## src/rtl/game_sequencer_if.sv

```systemverilog
// Game sequencer bus: keyboard byte in; scene, bird, pipes, score out.
// master drives inp, slave (the sequencer) drives the game state.
interface game_sequencer_if;
  logic [7:0]  inp;
  logic [1:0]  scene;
  logic [8:0]  bird;
  logic [71:0] gaps;
  logic [7:0]  score;

  modport master (
    output inp,
    input  scene, bird, gaps, score
  );

  modport slave (
    input  inp,
    output scene, bird, gaps, score
  );
endinterface

```

## src/rtl/game_sequencer.sv

```systemverilog
// Flappy-style game sequencer: splash/play/gameover FSM, bird, 3 pipes, score.
// Ports: clk, rst (sync, active-high), bus (slave: inp in; scene/bird/gaps/score out).
module game_sequencer #(
  parameter int TICK_DIV    = 4,
  parameter int HEIGHT      = 40,
  parameter int GAP         = 10,
  parameter int RESPAWN_POS = 60
) (
  input logic             clk,
  input logic             rst,
  game_sequencer_if.slave bus
);

  typedef enum logic [1:0] {
    SPLASH   = 2'd0,
    PLAYING  = 2'd1,
    GAMEOVER = 2'd2
  } scene_e;

  typedef struct packed {
    logic [7:0] pos;
    logic [7:0] max_b;
    logic [7:0] min_b;
  } pipe_t;

  localparam int CW = $clog2(TICK_DIV);
  localparam logic [CW-1:0] TMAX = CW'(TICK_DIV - 1);
  localparam logic [7:0] ALT_MAX = 8'(HEIGHT - 1);
  localparam logic [7:0] GAP_W = 8'(GAP);
  localparam logic [7:0] RESP_W = 8'(RESPAWN_POS);
  localparam logic [7:0] ALT_INIT = 8'd20;
  localparam pipe_t [2:0] PIPES_INIT = {
    8'd20, 8'd30, 8'd20,
    8'd40, 8'd25, 8'd15,
    8'd60, 8'd35, 8'd25
  };

  scene_e      scene_q, scene_d;
  logic [7:0]  alt_q, alt_d;
  logic        flap_q;
  logic [4:0]  fbuf_q;
  logic [CW-1:0] cnt_q;
  logic [7:0]  score_q, score_d;
  logic [7:0]  lfsr_q;
  pipe_t [2:0] pipes_q, pipes_d;

  logic space, quit, hit, collide, tick, adv;
  logic go_play, go_over, go_splash;
  logic [1:0] n_resp;
  logic [8:0] score_sum;
  logic [7:0] new_min;

  assign space = (bus.inp == 8'd32);
  assign quit  = (bus.inp == 8'd120);
  assign tick  = (scene_q == PLAYING) && (cnt_q == TMAX);

  always_comb begin
    hit = (alt_q == 8'd0);
    for (int i = 0; i < 3; i++) begin
      if (pipes_q[i].pos <= 8'd8 &&
          (alt_q >= pipes_q[i].max_b ||
           alt_q <= pipes_q[i].min_b))
        hit = 1'b1;
    end
  end

  assign collide = (scene_q == PLAYING) && hit;

  always_comb begin
    scene_d   = scene_q;
    go_play   = 1'b0;
    go_over   = 1'b0;
    go_splash = 1'b0;
    case (scene_q)
      SPLASH: if (space) begin
        scene_d = PLAYING;
        go_play = 1'b1;
      end
      PLAYING: if (quit || collide) begin
        scene_d = GAMEOVER;
        go_over = 1'b1;
      end
      GAMEOVER: if (space) begin
        scene_d   = SPLASH;
        go_splash = 1'b1;
      end
      default: scene_d = SPLASH;
    endcase
  end

  // Leaving PLAYING on this cycle discards the tick.
  assign adv = tick && !go_over;

  assign new_min = 8'd8 + {4'd0, lfsr_q[3:0]};

  always_comb begin
    pipes_d = pipes_q;
    n_resp  = 2'd0;
    for (int i = 0; i < 3; i++) begin
      if (pipes_q[i].pos == 8'd0) begin
        pipes_d[i].pos   = RESP_W;
        pipes_d[i].min_b = new_min;
        pipes_d[i].max_b = new_min + GAP_W;
        n_resp = n_resp + 2'd1;
      end else begin
        pipes_d[i].pos = pipes_q[i].pos - 8'd1;
      end
    end
  end

  assign score_sum = {1'b0, score_q} + {7'd0, n_resp};
  assign score_d   = score_sum[8] ? 8'd255 : score_sum[7:0];

  always_comb begin
    alt_d = alt_q;
    unique case (1'b1)
      (flap_q && alt_q != ALT_MAX): alt_d = alt_q + 8'd1;
      (!flap_q && alt_q != 8'd0):   alt_d = alt_q - 8'd1;
      default:                      alt_d = alt_q;
    endcase
  end

  always_ff @(posedge clk) begin
    if (rst) scene_q <= SPLASH;
    else     scene_q <= scene_d;
  end

  always_ff @(posedge clk) begin
    if (rst) begin
      lfsr_q  <= 8'h5A;
      cnt_q   <= '0;
      fbuf_q  <= '0;
      flap_q  <= 1'b0;
      alt_q   <= ALT_INIT;
      score_q <= 8'd0;
      pipes_q <= PIPES_INIT;
    end else begin
      lfsr_q <= {lfsr_q[6:0],
                 lfsr_q[7] ^ lfsr_q[5] ^ lfsr_q[4] ^ lfsr_q[3]};
      if (scene_q == PLAYING && !go_over && !tick)
        cnt_q <= cnt_q + CW'(1);
      else
        cnt_q <= '0;
      if (go_splash) begin
        fbuf_q  <= '0;
        flap_q  <= 1'b0;
        alt_q   <= ALT_INIT;
        score_q <= 8'd0;
        pipes_q <= PIPES_INIT;
      end else begin
        fbuf_q <= {space && scene_q == PLAYING, fbuf_q[4:1]};
        flap_q <= |fbuf_q;
        if (go_play) score_q <= 8'd0;
        if (adv) begin
          alt_q   <= alt_d;
          pipes_q <= pipes_d;
          score_q <= score_d;
        end
      end
    end
  end

  assign bus.scene = scene_q;
  assign bus.bird  = {alt_q, flap_q};
  assign bus.gaps  = pipes_q;
  assign bus.score = score_q;

endmodule

```

## src/flat_wrapper.sv

```systemverilog
// flat-port wrapper written by rule: the top's interface ports become plain ports
module game_sequencer_flat 
#(
  parameter int TICK_DIV    = 4,
  parameter int HEIGHT      = 40,
  parameter int GAP         = 10,
  parameter int RESPAWN_POS = 60
)
  (clk, rst, bus_inp, bus_scene, bus_bird, bus_gaps, bus_score);
  game_sequencer_if bus_i ();
  input logic clk;
  input logic rst;
  input wire logic [$bits(bus_i.inp)-1:0] bus_inp;
  output wire logic [$bits(bus_i.scene)-1:0] bus_scene;
  output wire logic [$bits(bus_i.bird)-1:0] bus_bird;
  output wire logic [$bits(bus_i.gaps)-1:0] bus_gaps;
  output wire logic [$bits(bus_i.score)-1:0] bus_score;
  assign bus_i.inp = bus_inp;
  assign bus_scene = bus_i.scene;
  assign bus_bird = bus_i.bird;
  assign bus_gaps = bus_i.gaps;
  assign bus_score = bus_i.score;
  game_sequencer #(.TICK_DIV(TICK_DIV), .HEIGHT(HEIGHT), .GAP(GAP), .RESPAWN_POS(RESPAWN_POS)) u_core (.clk(clk), .rst(rst), .bus(bus_i));
endmodule
```

## config.mk

```make
export PLATFORM = sky130hd
export DESIGN_NAME = game_sequencer_flat
export DESIGN_NICKNAME = d
export VERILOG_FILES = /design/src/rtl/game_sequencer_if.sv /design/src/rtl/game_sequencer.sv /design/src/flat_wrapper.sv
export SDC_FILE = /design/constraint.sdc
export NUM_CORES = 1
export LEC_CHECK = 0
export ABC_AREA = 1
export ABC_CLOCK_PERIOD_IN_PS = 8300
export CAP_MARGIN = 0
export CORE_ASPECT_RATIO = 0.5
export CORE_MARGIN = 5
export CORE_UTILIZATION = 37
export CTS_CLUSTER_DIAMETER = 120
export DETAILED_ROUTE_END_ITERATION = 8
export GPL_ROUTABILITY_DRIVEN = 0
export PLACE_DENSITY_LB_ADDON = 0.08
export SLEW_MARGIN = 25
export SYNTH_ARGS = -nofsm -noshare
export SYNTH_HDL_FRONTEND = slang
export SYNTH_SLANG_ARGS = --single-unit
```

## constraint.sdc

```tcl
create_clock -name clk -period 8.3 [get_ports clk]
set_input_delay 1.66 -clock clk [delete_from_list [all_inputs] [get_ports clk]]
set_output_delay 1.66 -clock clk [all_outputs]
set_load 0.02 [all_outputs]
```

### Word-level counts from Yosys, hierarchy flattened

Cells that the tools add are included.

| storage, ports and cells | value |
|---|---|
| flip-flop bits (word level) | 106 |
| bits in latches | 0 |
| bits in writable memories | 0 |
| memory bits (read-only) | 0 |
| output and inout bits | 91 |
| word-level logic and storage cells | 105 |
| memories | 0 |

| operators by class | value |
|---|---|
| add/sub/neg operators | 11 |
| multiply operators | 0 |
| divide/modulo/power cells | 0 |
| magnitude comparators | 9 |
| equality and inequality tests | 9 |
| shift-type cells | 0 |
| muxes and demuxes | 22 |
| bitwise logic cells | 4 |
| reductions and logical operators | 34 |

Operator list:

| operator | count |
|---|---|
| $mux 8 | 6 |
| $logic_not 8->1 | 4 |
| $sub 8x1->8 const B | 4 |
| $ge 8x8->1 | 3 |
| $le 8x4->1 const B | 3 |
| $le 8x8->1 | 3 |
| $pmux 8 s2 | 1 |
| $logic_and 1x1->1 | 11 |
| $mux 2 | 5 |
| $add 8x2->9 | 1 |
| $mux 1 | 9 |
| $add 8x1->8 const B | 1 |
| $add 8x4->8 const B | 1 |
| $eq 8x6->1 const B | 1 |
| $eq 8x7->1 const B | 1 |
| $ne 8x6->1 const B | 1 |
| $reduce_and 2->1 | 4 |
| $reduce_bool 8->1 | 1 |
| $pmux 2 s3 | 1 |
| $add 4x4->5 const A | 1 |
| $reduce_or 5->1 | 1 |
| $add 2x1->2 const B | 2 |
| $eq 2x2->1 const B | 2 |
| $logic_or 1x1->1 | 4 |
| other kinds (11) | 18 |

### Depth between registers and ports, before layout

Gate-level depths: netlist (run 1).

| logic depth | value |
|---|---|
| depth in word-level cells | 15 |
| mapped depth | 23 |
| depth with buffers taken out | 22 |

### Worst setup path after synthesis (run 1)

No wires, ideal clock.

| path | value |
|---|---|
| path type | reg-to-reg |
| from | register u_core.pipes_q, in the netlist u_core.bus.gaps[16] |
| to | register u_core.score_q[2] (netlist: u_core.bus.score[2]) |
| arrival | 3328 ps |
| data required time | 8168 ps |
| slack | 4839 ps |
| stages on the path, launching flop included | 24 |
| path buffers | 1 |
| period minus slack after synthesis | 3461 ps |
| cell sequence | dfxtp_1 -> inv_1 -> ha_1 -> inv_1 -> nor2_1 -> inv_1 -> nor2_1 -> inv_1 -> nor2_1 -> clkbuf_1 -> inv_1 -> ha_1 -> xor2_1 -> ha_1 -> fa_1 -> nand2_1 -> nor2_1 -> inv_1 -> nor3_1 -> and2_1 -> nand2_1 -> o21ai_0 -> nand2_1 -> a21oi_1 |

| on the way | value |
|---|---|
| longest elaborated chain between the ends | 12 |
| elaborated cells on any way between the ends | 21 |

Ends and longest elaborated chain:

| element | RTL line | text |
|---|---|---|
| start, declared | game_sequencer.sv:45 | `pipe_t [2:0] pipes_q, pipes_d;` |
| start signal, assigned | game_sequencer.sv:156 | `pipes_q <= pipes_d;` |
| branches (longest 12 deep; another with $add 8x2->9) | -- |  |
| end signal, assigned | game_sequencer.sv:157 | `score_q <= score_d;` |
| end, declared | game_sequencer.sv:43 | `logic [7:0] score_q, score_d;` |

Several ways; the timed one is not identified.
A chain may end at the register's enable or synchronous reset.

### Worst setup path after layout (run 1)

Same ends and word-level chain as after synthesis.

==> metrics.md, run 1 <==
| Metric | Value |
|---|---|
| Status | `finished clean` |
| Worst Setup Start Kind | `flip-flop` |
| Total negative slack | `0 ns` |
| Synth Warn # | `0` |
| Largest net degree at the start of global routing | `36` |
| Root Driver | `clkbuf_16` |
| Final Setup Violations | `0` |
| Post-synth EDFFs | `0` |
| First-pass GRT wire length | `~24 mm` |
| Synth Area in Compound Gates | `approximately 8.5%` |
| Worst-margin pin slew | `a little under 0.9 ns` |
| GRT Total Usage | `17.63%` |
| Layout cells sized above 1 | `~4.3%` |
| Lkg Pwr | `between 3 and 4 nW` |
| RSZ-0062 raised after global routing | `false` |
| Row Count | `30` |
| Vias | `4948` |
| Most common cell in the synthesized netlist | `nand2_1` |
| Initial DRC count | `316` |
| Final Critical Period | `~4.4 ns` |
| Area growth syn-to-layout | `23.56%` |
| Worst Hold Class | `reg -> reg` |
| Mapped Area | `about 5300 µm²` |
| Async S/R FF share, synth | `0%` |
| IO Pins | `~100` |
| TritonCTS buffer count | `9` |
| CP max stage delay | `roughly 0.67 ns` |
| Post-route ant nets | `0` |
| Yosys top cell area share | `33.18%` |
| Hold Slack | `0.4141 ns` |
| DRC viols | `0` |
| Nets@finish | `between 800 and 900` |
| First-pass DRT Iterations | `5` |
| Die X | `179.4 µm` |
| CP Max Fanout | `11` |
| Vias in the first global route | `about 4600` |
| IO Port Bufs | `85` |
| Post-CTS sizing | `0` |
| Power density over the cells | `roughly 140 nW/µm²` |
| Crit end category | `flip-flop` |
| Initial Util | `around 38%` |
| Final hold viol count | `0` |
| Clock Skew | `0.009192 ns` |
| Slowest-stage cell, CP | `nor2_1` |
| Clk Latency, worst-skew pair | `roughly 0.34 ns` |
| Critical Path, Cell by Cell | `inv_1 -> ha_1 -> inv_1 -> nor2_1 -> inv_1 -> nor2_1 -> inv_1 -> nor2_1 -> inv_1 -> ha_1 -> o21ai_0 -> fa_1 -> nand2_1 -> nor2_1 -> inv_1 -> nor3_1 -> and2_1 -> nand2_1 -> o21ai_0 -> nand2_1 -> a21oi_1` |
| CTS tree | `built` |
| Post-Synth Simple-Gate Area | `29.97%` |
| Area leader, netlist | `dfxtp_1` |
| Worst EP arrival | `about 4.7 ns` |
| Top delay family on crit path | `simple AND/OR/NAND/NOR gates` |
| Total grt overflow | `0` |
| Relative slew slack | `roughly two fifths` |
| Post-synth top flop | `dfxtp_1` |
| Synth top cells by count | `nand2_1, inv_1, dfxtp_1` |
| Adder-cell share of the synthesized area | `between 10% and 20%` |
| WS Path Type | `reg -> reg` |
| Final wirelength | `14.80 mm` |
| Initial antenna violation count | `0` |
| Worst path buffer plus inverter count | `6` |
| Main combinational cell family by area after synthesis | `simple AND/OR/NAND/NOR gates` |
| Post-Syn Instances | `around 760` |
| Die Y | `~95 µm` |
| Post-DR vias/cell | `just under 5` |
| Post-synthesis mux area share | `0%` |
| Number of synthesized register bits | `88` |
| Postcts setup bufs | `0` |
| Fmax | `between 200 and 250 MHz` |
| Clock transition at path regs | `~0.070 ns` |
| Max Cap Viol | `0` |
| Worst path most repeated cell | `inv_1` |
| Max-slew violation count | `0` |
| Seq/Total Area, Yosys | `33.18%` |
| Critical path required time | `roughly 8.6 ns` |
| WL/cell | `14.41 µm` |
| Synth area leaders | `dfxtp_1, nand2_1, ha_1, inv_1, nand3_1` |
| Cts hold-fix bufs | `0` |
| Core Area | `roughly 14000 µm²` |
| Hpwl dp | `about 11 mm` |
| Tcrit/Tclk final | `52.81%` |
| Maximum root-to-sink buffer count | `2` |
| Die area | `roughly 17000 µm²` |
| # clock sinks | `88` |
| Syn_area_per_cell | `6.996 µm²` |
| Maximum VDD drop | `~0.000082 V` |
| CTS H-tree lvls | `3` |
| Yosys cell types | `36` |
| Antenna Cells | `0` |
| Xor/xnor share of the synthesized area | `3.959%` |
final cells by class:
| cell class | count | area [µm²] |
|---|---|---|
| clock buffers | 10 | 229.0 |
| clock inverters | 5 | 106.4 |
| fillers | 1442 | 7252 |
| inverters | 108 | 405.4 |
| multi-input cells | 534 | 2930 |
| flip-flops and latches | 88 | 1762 |
| well taps | 192 | 240.2 |
| repair buffers | 90 | 888.4 |
state kept, by name (all words and copies together) (netlist names):
| register | count |
|---|---|
| u_core.bus.gaps | 54 |
| u_core.alt_q | 8 |
| u_core.bus.score | 8 |
| u_core.lfsr_q | 8 |
| u_core.fbuf_q | 5 |
| u_core.bus.scene | 2 |
| u_core.cnt_q | 2 |
| u_core.flap_q | 1 |
cells by family (layout without fill, tap and decap cells):
| family | count (synthesis) | count (layout) |
|---|---|---|
| compound gates | 83 | 83 |
| flops | 88 | 88 |
| buf+inv | 151 | 213 |
| other cells | 1 | 15 |
| simple gates | 364 | 364 |
| fa+ha+maj | 48 | 48 |
| xor+xnor | 24 | 24 |
where the power goes:
group	internal [W]	leakage [nW]	switching, W
logic	0.0000102	2.21	0.0000227
clock network	0.000293	0.159	0.000171
registers	0.000426	0.712	0.00000567
total	0.000729	3.08	0.000200
final timing paths:
| check | from | end | slack (ns) | depth (start not counted) |
|---|---|---|---|---|
| setup / recovery | u_core.bus.gaps[16] | u_core.bus.score[2] | 3.92 | 21 |
| hold / removal | u_core.lfsr_q[6] | u_core.lfsr_q[7] | 0.41 | 2 |
| setup reg to reg | u_core.bus.gaps[16] | u_core.bus.score[2] | 3.92 | 21 |
| hold reg to reg | u_core.lfsr_q[6] | u_core.lfsr_q[7] | 0.41 | 2 |
per-layer routing:
| layer | GRT usage, % | routed length (µm) | vias up |
|---|---|---|---|
| met3 | 4.540 | 918 | 9 |
| li1 | - | - | 2550 |
| met5 | 0 | 0 | - |
| met4 | 3.169 | 87 | 0 |
| met1 | 25.36 | 7724 | 2269 |
| met2 | 26.97 | 6065 | 120 |
stage by stage:
| step | area, µm² | worst slack [ns] | total power (W) | util [%] | instances |
|---|---|---|---|---|---|
| after floorplan | 5363 | 4.839 | 0.0004644 | - | 773 |
| after global placement | 6226 | 4.006 | 0.0004739 | 45.07 | 1012 |
| after detailed placement | 6226 | 3.972 | 0.0004738 | 45.07 | 1012 |
| after CTS | 6561 | 3.885 | 0.0009362 | 47.50 | 1027 |
| after global routing | 6561 | 3.374 | 0.0009567 | 47.50 | 1027 |
| final | 6561 | 3.916 | 0.0009288 | 47.50 | 1027 |
worst register-to-register path, cell delays in order, from the launching register on:
cell and delay [ns]:
dfxtp_1 0.33, inv_1 0.12, ha_1 0.16, inv_1 0.04
nor2_1 0.26, inv_1 0.11, nor2_1 0.20, inv_1 0.09
nor2_1 0.67, inv_1 0.14, ha_1 0.23, o21ai_0 0.47
fa_1 0.29, nand2_1 0.07, nor2_1 0.12, inv_1 0.07
nor3_1 0.25, and2_1 0.20, nand2_1 0.14, o21ai_0 0.11
nand2_1 0.07, a21oi_1 0.16
cell usage in the layout (no fill, tap or decap), drive strengths merged, types with 20 or more instances in the layout:
cell type / n
nand2: 182
inv: 108
dfxtp: 88
clkdlybuf4s50: 85
nor2: 72
nand3: 59
a21oi: 57
ha: 46
nand4: 30
o21ai: 20
(Power assumes the default switching activity.)
==> run 2: changes to the inputs <==
ABC_CLOCK_PERIOD_IN_PS = 4450   (was 8300)
clock period = 4.45 ns   (was 8.3 ns; I/O delays follow)
==> run 2 against run 1 <==
Against the previous run: worst hold slack worse by 0.0080 ns; clock-buffer cell count stayed put; clock power is 82% higher; power is 85% higher; cell area is 0.27% higher; sequential cell count stayed put; first-iteration DRC count is 1.3% lower.
==> metrics.md, run 2 (same netlist as run 1, synthesis figures left out) <==
| Metric | Value |
|---|---|
| Total grt overflow | `0 (unchanged)` |
| Fmax | `290.1 MHz (was 228.1 MHz)` |
| Relative slew slack | `57.64% (was 41.87%)` |
| CP Max Fanout | `6 (was 11)` |
| Antenna Cells | `0 (unchanged)` |
| Critical path required time | `4.73 ns (was 8.57 ns)` |
| Maximum VDD drop | `0.0001739 V (was 0.00008167 V)` |
| Worst EP arrival | `3.72 ns (was 4.66 ns)` |
| Hpwl dp | `10.94 mm (was 10.75 mm)` |
| Multi-input gate area | `2930 µm² (unchanged)` |
| DRC viols | `0 (unchanged)` |
| Die area | `16990 µm² (unchanged)` |
| CTS H-tree lvls | `3 (unchanged)` |
| CTS tree | `built (unchanged)` |
| FF+latch area | `1762 µm² (unchanged)` |
| Vias in the first global route | `4666 (was 4639)` |
| Post-route ant nets | `0 (unchanged)` |
| TritonCTS buffer count | `9 (unchanged)` |
| Area growth syn-to-layout | `23.89% (was 23.56%)` |
| First-pass DRT Iterations | `5 (unchanged)` |
| IO Pins | `101 (unchanged)` |
| Final Setup Violations | `0 (unchanged)` |
| Clock Skew | `0.01039 ns (was 0.009192 ns)` |
| Crit end category | `flip-flop (unchanged)` |
| Final Critical Period | `3.447 ns (was 4.384 ns)` |
| Core Area | `13810 µm² (unchanged)` |
| Wl on met1 | `7.726 mm (was 7.724 mm)` |
| WS Path Type | `reg -> reg (unchanged)` |
| Routed wl met2 | `6.329 mm (was 6.065 mm)` |
| Max FFs per register | `54 (unchanged)` |
| Layout cells sized above 1 | `4.887% (was 4.311%)` |
| Fillers | `1421 (was 1442)` |
| Postcts setup bufs | `0 (unchanged)` |
| Die Y | `94.71 µm (unchanged)` |
| Worst Hold Class | `reg -> reg (unchanged)` |
| Lkg Pwr | `3.089 nW (was 3.081 nW)` |
| Vias | `4991 (was 4948)` |
| Clock transition at path regs | `0.07 ns (about the same)` |
| Worst path most repeated cell | `inv_1 (unchanged)` |
| # clock sinks | `88 (unchanged)` |
| First-pass GRT wire length | `24.54 mm (was 24.26 mm)` |
| Most frequent cells in the layout | `nand2_1, inv_1, dfxtp_1 (unchanged)` |
| Tcrit/Tclk final | `77.45% (was 52.81%)` |
| WL/cell | `14.64 µm (was 14.41 µm)` |
| Initial antenna violation count | `0 (unchanged)` |
| Root Driver | `clkbuf_16 (unchanged)` |
| Final hold viol count | `0 (unchanged)` |
| Slowest-stage cell, CP | `dfxtp_1 (was nor2_1)` |
| Max-slew violation count | `0 (unchanged)` |
| Max Cap Viol | `0 (unchanged)` |
| RSZ-0062 raised after global routing | `false (unchanged)` |
| Reg2Reg Setup Slack | `1.00 ns (was 3.92 ns)` |
| Worst setup margin | `1.003 ns (was 3.916 ns)` |
| Row Count | `30 (unchanged)` |
| Post-CTS sizing | `0 (unchanged)` |
| Cts hold-fix bufs | `0 (unchanged)` |
| GRT Total Usage | `17.99% (was 17.63%)` |
| Maximum root-to-sink buffer count | `2 (unchanged)` |
| Worst-margin pin slew | `0.6345 ns (was 0.8687 ns)` |
| Final wirelength | `15.09 mm (was 14.80 mm)` |
| Most common cell after layout, fill and taps aside | `nand2_1 (unchanged)` |
| Nets@finish | `892 (was 889)` |
| Largest net degree at the start of global routing | `35 (was 36)` |
| Top delay family on crit path | `simple AND/OR/NAND/NOR gates (unchanged)` |
| Worst Setup Start Kind | `flip-flop (unchanged)` |
| Initial DRC count | `312 (was 316)` |
| Met3 wire length | `941 µm (was 918 µm)` |
| IO Port Bufs | `85 (unchanged)` |
| Initial Util | `38.44% (unchanged)` |
| Die X | `179.4 µm (unchanged)` |
| DR top layer | `met4 (unchanged)` |
| Status | `finished clean (unchanged)` |
| Critical Path, Cell by Cell | `inv_1 -> ha_1 -> inv_1 -> nor2_1 -> inv_1 -> nor2_1 -> inv_1 -> nor2_1 -> inv_1 -> ha_1 -> xor2_1 -> ha_1 -> fa_1 -> nand2_1 -> nor2_1 -> inv_1 -> nor3_1 -> and2_1 -> nand2_1 -> o21ai_0 -> nand2_1 -> a21oi_1 (was inv_1 -> ha_1 -> inv_1 -> nor2_1 -> inv_1 -> nor2_1 -> inv_1 -> nor2_1 -> inv_1 -> ha_1 -> o21ai_0 -> fa_1 -> nand2_1 -> nor2_1 -> inv_1 -> nor3_1 -> and2_1 -> nand2_1 -> o21ai_0 -> nand2_1 -> a21oi_1)` |
| Total negative slack | `0 ns (unchanged)` |
| Worst path buffer plus inverter count | `6 (unchanged)` |
| Clk Latency, worst-skew pair | `0.34 ns (about the same)` |
| CP max stage delay | `0.33 ns (was 0.67 ns)` |
| Pre-CTS setup slack | `1.068 ns (was 3.972 ns)` |
| Power density over the cells | `260.9 nW/µm² (was 141.6 nW/µm²)` |
| Post-DR vias/cell | `4.841 (was 4.818)` |
## run 2: changes by cell type in the layout (fill, tap and decap cells not counted)
cell and change:
buf_4 +3, clkbuf_1 -1, bufinv_16 -1, clkinvlp_4 +2, clkinv_4 -1, inv_6 +1
clkbuf_8 +1
## run 2: through the flow
step / cell area (µm²) / utilization (%) / hold WS (ns) / instances / total power [W]
after global routing: 6579 / 47.63 / 0.4377 / 1031 / 0.001782
after global placement: 6248 / 45.24 / 0.3988 / 1015 / 0.0008859
after floorplan: 5363 / - / 0.3883 / 773 / 0.0008662
final: 6579 / 47.63 / 0.4060 / 1031 / 0.001716
after detailed placement: 6248 / 45.24 / 0.3972 / 1015 / 0.0008855
after CTS: 6579 / 47.63 / 0.4071 / 1031 / 0.001736
## run 2: worst min-delay path, cell delays in order (launching register included)
cell	delay, ns
dfxtp_1	0.30
inv_1	0.04
nor2_1	0.03
## run 2: layout make-up
| cell class | count | area share, % |
|---|---|---|
| multi-input combinational | 534 | 44.54 |
| sequential | 88 | 26.78 |
| timing repair buffer | 93 | 13.85 |
| inverter | 108 | 6.162 |
| tap | 192 | 3.652 |
| clock buffer | 10 | 3.633 |
| clock inverter | 6 | 1.388 |
## run 2: report_power, final
group | switching [W] | internal (W)
Combinational | 0.0000436 | 0.0000191
Clock | 0.000338 | 0.000510
Sequential | 0.0000120 | 0.000794
## run 2: final timing paths
path | from | to | cells after the start
hold reg to reg | u_core.lfsr_q[6] | u_core.lfsr_q[7] | 2
setup reg to reg | u_core.bus.gaps[16] | u_core.bus.score[3] | 22
setup / recovery | u_core.bus.gaps[16] | u_core.bus.score[3] | 22
hold / removal | u_core.lfsr_q[6] | u_core.lfsr_q[7] | 2
## run 2: routing by layer
metal	global-route usage, %	up-vias
li1	-	2555
met1	25.19	2306
met2	27.88	120
met3	5.387	10
met4	3.169	0
met5	0	-
